**src/rtl/fetch_pc_predictor_pkg.sv**
```systemverilog
// fetch_pc_predictor_pkg: shared constants, BTB entry type and index/tag/counter helpers
package fetch_pc_predictor_pkg;
  localparam int PC_WIDTH = 32;
  typedef enum logic [1:0] {SNT = 2'b00, WNT = 2'b01, WT = 2'b10, ST = 2'b11} ctr_e;
  // tag and target are held at full PC_WIDTH; only the meaningful tag bits are ever non-zero
  typedef struct packed {
    logic                valid;
    logic [PC_WIDTH-1:0] tag;
    logic [PC_WIDTH-1:0] target;
    ctr_e                ctr;
  } btb_entry_t;
  function automatic logic [PC_WIDTH-1:0] btb_index(input logic [PC_WIDTH-1:0] pc, input int off, input int idx);
    return (pc >> off) & ((PC_WIDTH'(1) << idx) - PC_WIDTH'(1));
  endfunction
  function automatic logic [PC_WIDTH-1:0] btb_tag(input logic [PC_WIDTH-1:0] pc, input int off, input int idx);
    return pc >> (off + idx);
  endfunction
  // saturating 2-bit counter: SNT and ST are sticky
  function automatic ctr_e ctr_next(input ctr_e c, input logic taken);
    return taken ? ((c == ST) ? ST : ctr_e'(c + 2'd1)) : ((c == SNT) ? SNT : ctr_e'(c - 2'd1));
  endfunction
endpackage

```
**src/rtl/fetch_pc_predictor_btb.sv**
```systemverilog
// fetch_pc_predictor_btb: direct-mapped BTB with one combinational read port and one registered update port
//   i_rd_pc -> o_taken/o_target : lookup for the current fetch PC (pre-update contents, no bypass)
//   i_upd_*                     : training from execute-stage branch resolution
module fetch_pc_predictor_btb
  import fetch_pc_predictor_pkg::*;
#(
  parameter int WIDTH   = PC_WIDTH,
  parameter int ENTRIES = 16,
  parameter int OFF     = 2
) (
  input  logic             i_clk,
  input  logic             i_rst_n,
  input  logic [WIDTH-1:0] i_rd_pc,
  output logic             o_taken,
  output logic [WIDTH-1:0] o_target,
  input  logic             i_upd_valid,
  input  logic [WIDTH-1:0] i_upd_pc,
  input  logic [WIDTH-1:0] i_upd_target,
  input  logic             i_upd_taken
);
  localparam int IDX = $clog2(ENTRIES);
  btb_entry_t mem [ENTRIES];
  logic [IDX-1:0]      rd_idx, upd_idx;
  logic [PC_WIDTH-1:0] rd_tag, upd_tag;
  logic                rd_hit, upd_hit;
  assign rd_idx   = IDX'(btb_index(PC_WIDTH'(i_rd_pc), OFF, IDX));
  assign rd_tag   = btb_tag(PC_WIDTH'(i_rd_pc), OFF, IDX);
  assign upd_idx  = IDX'(btb_index(PC_WIDTH'(i_upd_pc), OFF, IDX));
  assign upd_tag  = btb_tag(PC_WIDTH'(i_upd_pc), OFF, IDX);
  assign rd_hit   = mem[rd_idx].valid && (mem[rd_idx].tag == rd_tag);
  assign upd_hit  = mem[upd_idx].valid && (mem[upd_idx].tag == upd_tag);
  assign o_taken  = rd_hit && mem[rd_idx].ctr[1];
  assign o_target = WIDTH'(mem[rd_idx].target);
  always_ff @(posedge i_clk or negedge i_rst_n) begin
    if (!i_rst_n) begin
      for (int i = 0; i < ENTRIES; i++) mem[i] <= '{valid: 1'b0, tag: '0, target: '0, ctr: WNT};
    end else if (i_upd_valid) begin
      if (upd_hit) begin
        mem[upd_idx].ctr <= ctr_next(mem[upd_idx].ctr, i_upd_taken);
        if (i_upd_taken) mem[upd_idx].target <= PC_WIDTH'(i_upd_target);
      end else if (i_upd_taken) begin
        // taken miss allocates, evicting whatever aliased into this slot
        mem[upd_idx] <= '{valid: 1'b1, tag: upd_tag, target: PC_WIDTH'(i_upd_target), ctr: WT};
      end
    end
  end
endmodule

```
**src/rtl/fetch_pc_predictor.sv**
```systemverilog
// fetch_pc_predictor: fetch PC register plus BTB-based next-PC prediction, redirected by execute
//   i_stall holds the PC; i_mispredict loads i_redirect_pc (beats stall) and pulses o_flush next cycle
//   o_pc/o_ppc/o_pred_taken: current fetch PC, its predicted successor, and whether that is a taken prediction
//   i_upd_*: branch resolution used to train the BTB (not blocked by stall)
//   FETCH_PRED_STATS_EN adds saturating o_lookup_cnt / o_mispred_cnt counters
module fetch_pc_predictor
  import fetch_pc_predictor_pkg::*;
#(
  parameter int               WIDTH       = PC_WIDTH,
  parameter int               BTB_ENTRIES = 16,
  parameter int               PC_STEP     = 4,
  parameter logic [WIDTH-1:0] RESET_PC    = '0
) (
  input  logic             i_clk,
  input  logic             i_rst_n,
  input  logic             i_stall,
  input  logic             i_upd_valid,
  input  logic [WIDTH-1:0] i_upd_pc,
  input  logic [WIDTH-1:0] i_upd_target,
  input  logic             i_upd_taken,
  input  logic             i_mispredict,
  input  logic [WIDTH-1:0] i_redirect_pc,
  output logic [WIDTH-1:0] o_pc,
  output logic [WIDTH-1:0] o_ppc,
  output logic             o_pred_taken,
`ifdef FETCH_PRED_STATS_EN
  output logic [31:0]      o_lookup_cnt,
  output logic [31:0]      o_mispred_cnt,
`endif
  output logic             o_flush
);
  logic [WIDTH-1:0] btb_target;
  fetch_pc_predictor_btb #(
    .WIDTH   (WIDTH),
    .ENTRIES (BTB_ENTRIES),
    .OFF     ($clog2(PC_STEP))
  ) u_btb (
    .i_clk        (i_clk),
    .i_rst_n      (i_rst_n),
    .i_rd_pc      (o_pc),
    .o_taken      (o_pred_taken),
    .o_target     (btb_target),
    .i_upd_valid  (i_upd_valid),
    .i_upd_pc     (i_upd_pc),
    .i_upd_target (i_upd_target),
    .i_upd_taken  (i_upd_taken)
  );
  // sequential successor wraps modulo 2^WIDTH
  assign o_ppc = o_pred_taken ? btb_target : o_pc + WIDTH'(PC_STEP);
  always_ff @(posedge i_clk or negedge i_rst_n) begin
    if (!i_rst_n) begin
      o_pc    <= RESET_PC;
      o_flush <= 1'b0;
    end else begin
      o_pc    <= i_mispredict ? i_redirect_pc : i_stall ? o_pc : o_ppc;
      o_flush <= i_mispredict;
    end
  end
`ifdef FETCH_PRED_STATS_EN
  always_ff @(posedge i_clk or negedge i_rst_n) begin
    if (!i_rst_n) begin
      o_lookup_cnt  <= '0;
      o_mispred_cnt <= '0;
    end else begin
      if (!i_mispredict && !i_stall && o_lookup_cnt != '1) o_lookup_cnt <= o_lookup_cnt + 32'd1;
      if (i_mispredict && o_mispred_cnt != '1) o_mispred_cnt <= o_mispred_cnt + 32'd1;
    end
  end
`endif
endmodule
```
**config.mk**
```make
export PLATFORM = sky130hd
export DESIGN_NAME = fetch_pc_predictor
export DESIGN_NICKNAME = d
export VERILOG_FILES = /design/src/rtl/fetch_pc_predictor_pkg.sv /design/src/rtl/fetch_pc_predictor_btb.sv /design/src/rtl/fetch_pc_predictor.sv
export SDC_FILE = /design/constraint.sdc
export NUM_CORES = 2
export LEC_CHECK = 0
export CAP_MARGIN = 20
export CORE_ASPECT_RATIO = 2
export CORE_MARGIN = 1
export CORE_UTILIZATION = 35
export CTS_CLUSTER_DIAMETER = 50
export DETAILED_ROUTE_END_ITERATION = 8
export GPL_ROUTABILITY_DRIVEN = 0
export PLACE_DENSITY = 0.55
export SLEW_MARGIN = 30
export SYNTH_ARGS = -nofsm -noshare
export SYNTH_HDL_FRONTEND = slang
export SYNTH_HIERARCHICAL = 1
export SYNTH_SLANG_ARGS = --single-unit
export TNS_END_PERCENT = 30
```
**constraint.sdc**
```tcl
create_clock -name i_clk -period 11.55 [get_ports i_clk]
set_input_delay 1.7325 -clock i_clk [delete_from_list [all_inputs] [get_ports i_clk]]
set_output_delay 1.7325 -clock i_clk [all_outputs]
set_load 0.005 [all_outputs]
```
==> impl_metrics.env <==
export IMPL_worstMarginPinSlew_ns=0.968
export IMPL_final_min_clock_period_ns=8.78
export IMPL_p_total_mw=10.4
export IMPL_fin_skew_ns=0.0294
export IMPL_fp_dieW_um=277
export IMPL_synth_top_area_cell="dfrtp_1"
export IMPL_grt_pass1_vias=33600
export IMPL_status="complete, no violations"
export IMPL_firstDrtPassIters=5
export IMPL_synth_top_area_share_pct=47.0
export IMPL_critPathArrivalTime_ns=7.05
export IMPL_crit_path_top_delay_cell="dfrtp_4"
export IMPL_start_util_pct=35.3
export IMPL_die_h_um=552
export IMPL_hp_class="reg -> reg"
export IMPL_yosysMostFrequentCell="dfrtp_1"
export IMPL_crit_required_ns=9.82
export IMPL_drc_errors=0
export IMPL_cp_common_cell="buf_4"
export IMPL_rsz0062_at_grt="false"
export IMPL_crit_type="reg -> out"
export IMPL_slowest_delay_ns=0.92
export IMPL_synth_cells=3452
export IMPL_ctsHoldBuffers=0
export IMPL_grt_max_degree=169
export IMPL_tns_ns=0
export IMPL_fill_cells=14000
export IMPL_finalInstanceArea_sq_um=59000
export IMPL_post_cts_buffers=0
export IMPL_seq_power_share_pct=45.3
export IMPL_h_tree_depth=3
export IMPL_endpoint_kind="output port"
export IMPL_nNetsFinal=3570
export IMPL_io_pins=168
export IMPL_drt_vias_per_instance=5.71
export IMPL_ys_types=101
export IMPL_placed_area_sq_um=55700
export IMPL_clock_sinks=1009
export IMPL_p_sw_mw=2.91
export IMPL_row_count=201
export IMPL_timing_hold_violations_final=0
export IMPL_totalWireLength_um=159000
export IMPL_combPwrFrac_pct=22.8
export IMPL_grt_antenna_before_repair=15
export IMPL_cts_clk_slew_worst_paths_ns=0.07
export IMPL_cts_made_buffers=90
export IMPL_syn_nets=3555
export IMPL_swShare_pct=28.0
export IMPL_grt_use_total_pct=21.0
export IMPL_post_cts_resized=0
export IMPL_die_area_sq_um=153000
export IMPL_finalCritPeriodShare_pct=76.0
export IMPL_synth_ff_type="dfrtp_1"
export IMPL_synth_commonest_cells="dfrtp_1, mux2_2, mux4_2"
export IMPL_clock_path_buffers=3
export IMPL_max_freq_mhz=114
export IMPL_path_cells="buf_12 -> buf_4 -> mux4_2 -> mux4_2 -> xnor2_1 -> nand4_1 -> nor4_2 -> buf_4 -> clkinv_1 -> buf_4 -> nand2_1 -> a21oi_1 -> or3_1 -> clkdlybuf4s50_1"
export IMPL_maxSlewViolCount=0
export IMPL_grt_pass1_wl_um=238000
export IMPL_max_cap_violations=0
export IMPL_yosysSeqAreaShare_pct=47.8
export IMPL_synth_area_leaders="dfrtp_1, mux2_2, mux4_2, mux2_4, mux2i_1"
export IMPL_wl_per_cell_um=29.1
export IMPL_ir_drop_mv=0.120
export IMPL_core_area_sq_um=150000
export IMPL_yosys_warnings=6
export IMPL_synth_seq_cells=1009
export IMPL_port_buffers=165
export IMPL_synth_async_reset_ratio_pct=100
export IMPL_leakagePower_nw=25.4
export IMPL_ant_nets=0
export IMPL_cts_root_buf="clkbuf_16"
export IMPL_p_clk_share_pct=32.0
export IMPL_area_growth_pct=11.4
export IMPL_syn_area_sq_um=52900
export IMPL_gr_total_overflow=0
export IMPL_p_per_area_nw_per_um2=176
export IMPL_synth_edf_count=0
export IMPL_setup_viol=0
export IMPL_cp_max_fo=76
export IMPL_layout_drive_gt1_share_pct=46.6
export IMPL_dp_hpwl_um=99900
export IMPL_num_vias=31200
export IMPL_clk_insertion_delay_late_ns=0.69
export IMPL_hold_ws_ns=0.465
export IMPL_cts_tree="done"
export IMPL_relSlewSlack_pct=35.3
export IMPL_synth_area_per_cell_sq_um=15.3
export IMPL_startpoint_type="flop"
export IMPL_internal_power_mw=7.46
export IMPL_drt_initial_drc_count=1952
==> per-layer routing <==
layer  wire (um)  vias up  GRT usage [%]
li1            -    13100              -
met1       64700    17200           25.8
met2       83700      676           37.7
met3        4960      238           2.25
met4        5960       16           8.06
met5         125        -              0
==> path summary, 6_finish.rpt <==
path                                            startpoint                    endpoint  slack (ns)  depth (start not counted)
worst max-delay path                   o_pc[2]$_DFFE_PN0P_                   o_ppc[20]        2.77                         14
worst min-delay path            u_btb/mem[134]$_DFFE_PN1P_  u_btb/mem[134]$_DFFE_PN1P_        0.46                          2
worst max register to register         o_pc[2]$_DFFE_PN0P_        o_pc[21]$_DFFE_PN0P_        5.05                         13
worst min register to register  u_btb/mem[134]$_DFFE_PN1P_  u_btb/mem[134]$_DFFE_PN1P_        0.46                          2
max in group asynchronous                          i_rst_n  u_btb/mem[765]$_DFFE_PN0P_        8.22                          5
min in group asynchronous                          i_rst_n  u_btb/mem[482]$_DFFE_PN0P_        0.91                          1
==> state kept, by name, indices dropped and copies added (netlist names) <==
| signal | cells |
|---|---|
| o_flush | 1 |
| o_pc | 32 |
| u_btb/mem | 976 |
==> layout by cell type, fill, tap and decap left out, drive strengths merged, types with 27 or more instances in the layout <==
cell type / count
a21oi: 43
buf: 78
clkbuf: 125
clkdlybuf4s50: 159
dfrtp: 993
mux2: 953
mux2i: 89
mux4: 378
nand2: 94
nand3: 41
nand4: 27
nor2: 54
nor3: 33
o21ai: 47
xnor2: 49
xor2: 44
==> power by group through the flow <==
stage	Combinational (mW)	Sequential [mW]	Clock (mW)
after floorplan	1.74	4.54	0
after global placement	2.35	4.72	0
after detailed placement	2.38	4.75	0
after CTS	2.39	4.69	3.40
after global routing	2.51	4.78	3.51
final	2.36	4.69	3.31
==> cell families after synthesis <==
kind of cell    after synthesis  share of synthesized area [%]
flops                      1009                           47.8
fa+ha+maj                     3                         0.0615
compound gates              225                           2.97
simple gates                364                           4.23
xor+xnor                     93                           1.54
buf+inv                     338                           3.99
mux                        1420                           39.5
==> critical path: cells and delay by family (launching register included) <==
family          cells  cell delay [ns]
mux                 2             1.17
xor+xnor            1             0.43
buf+inv             6             2.48
simple gates        4             1.00
flops               1             0.92
compound gates      1             0.08
==> stage by stage <==
stage | setup slack [ns] | utilization (%) | cells
final | 2.77 | 39.3 | 5470
after global placement | 3.44 | 37.2 | 5301
after global routing | 2.45 | 39.3 | 5468
after floorplan | 5.43 | - | 3452
after detailed placement | 3.42 | 37.2 | 5301
after CTS | 2.65 | 39.3 | 5465
==> area by class of cell <==
class                           instances  area, sq um  area share (%)
Multi-Input combinational cell       2105        25600            43.5
Inverter                               24         90.1           0.153
Timing Repair Buffer                  237         2350            3.99
Sequential cell                      1009        25300            42.9
Antenna cell                            3         7.51          0.0127
Tap cell                             1928         2410            4.09
Clock buffer                          125         2610            4.42
Clock inverter                         39          578           0.980
No activity file was read; power rests on OpenSTA's default activity.
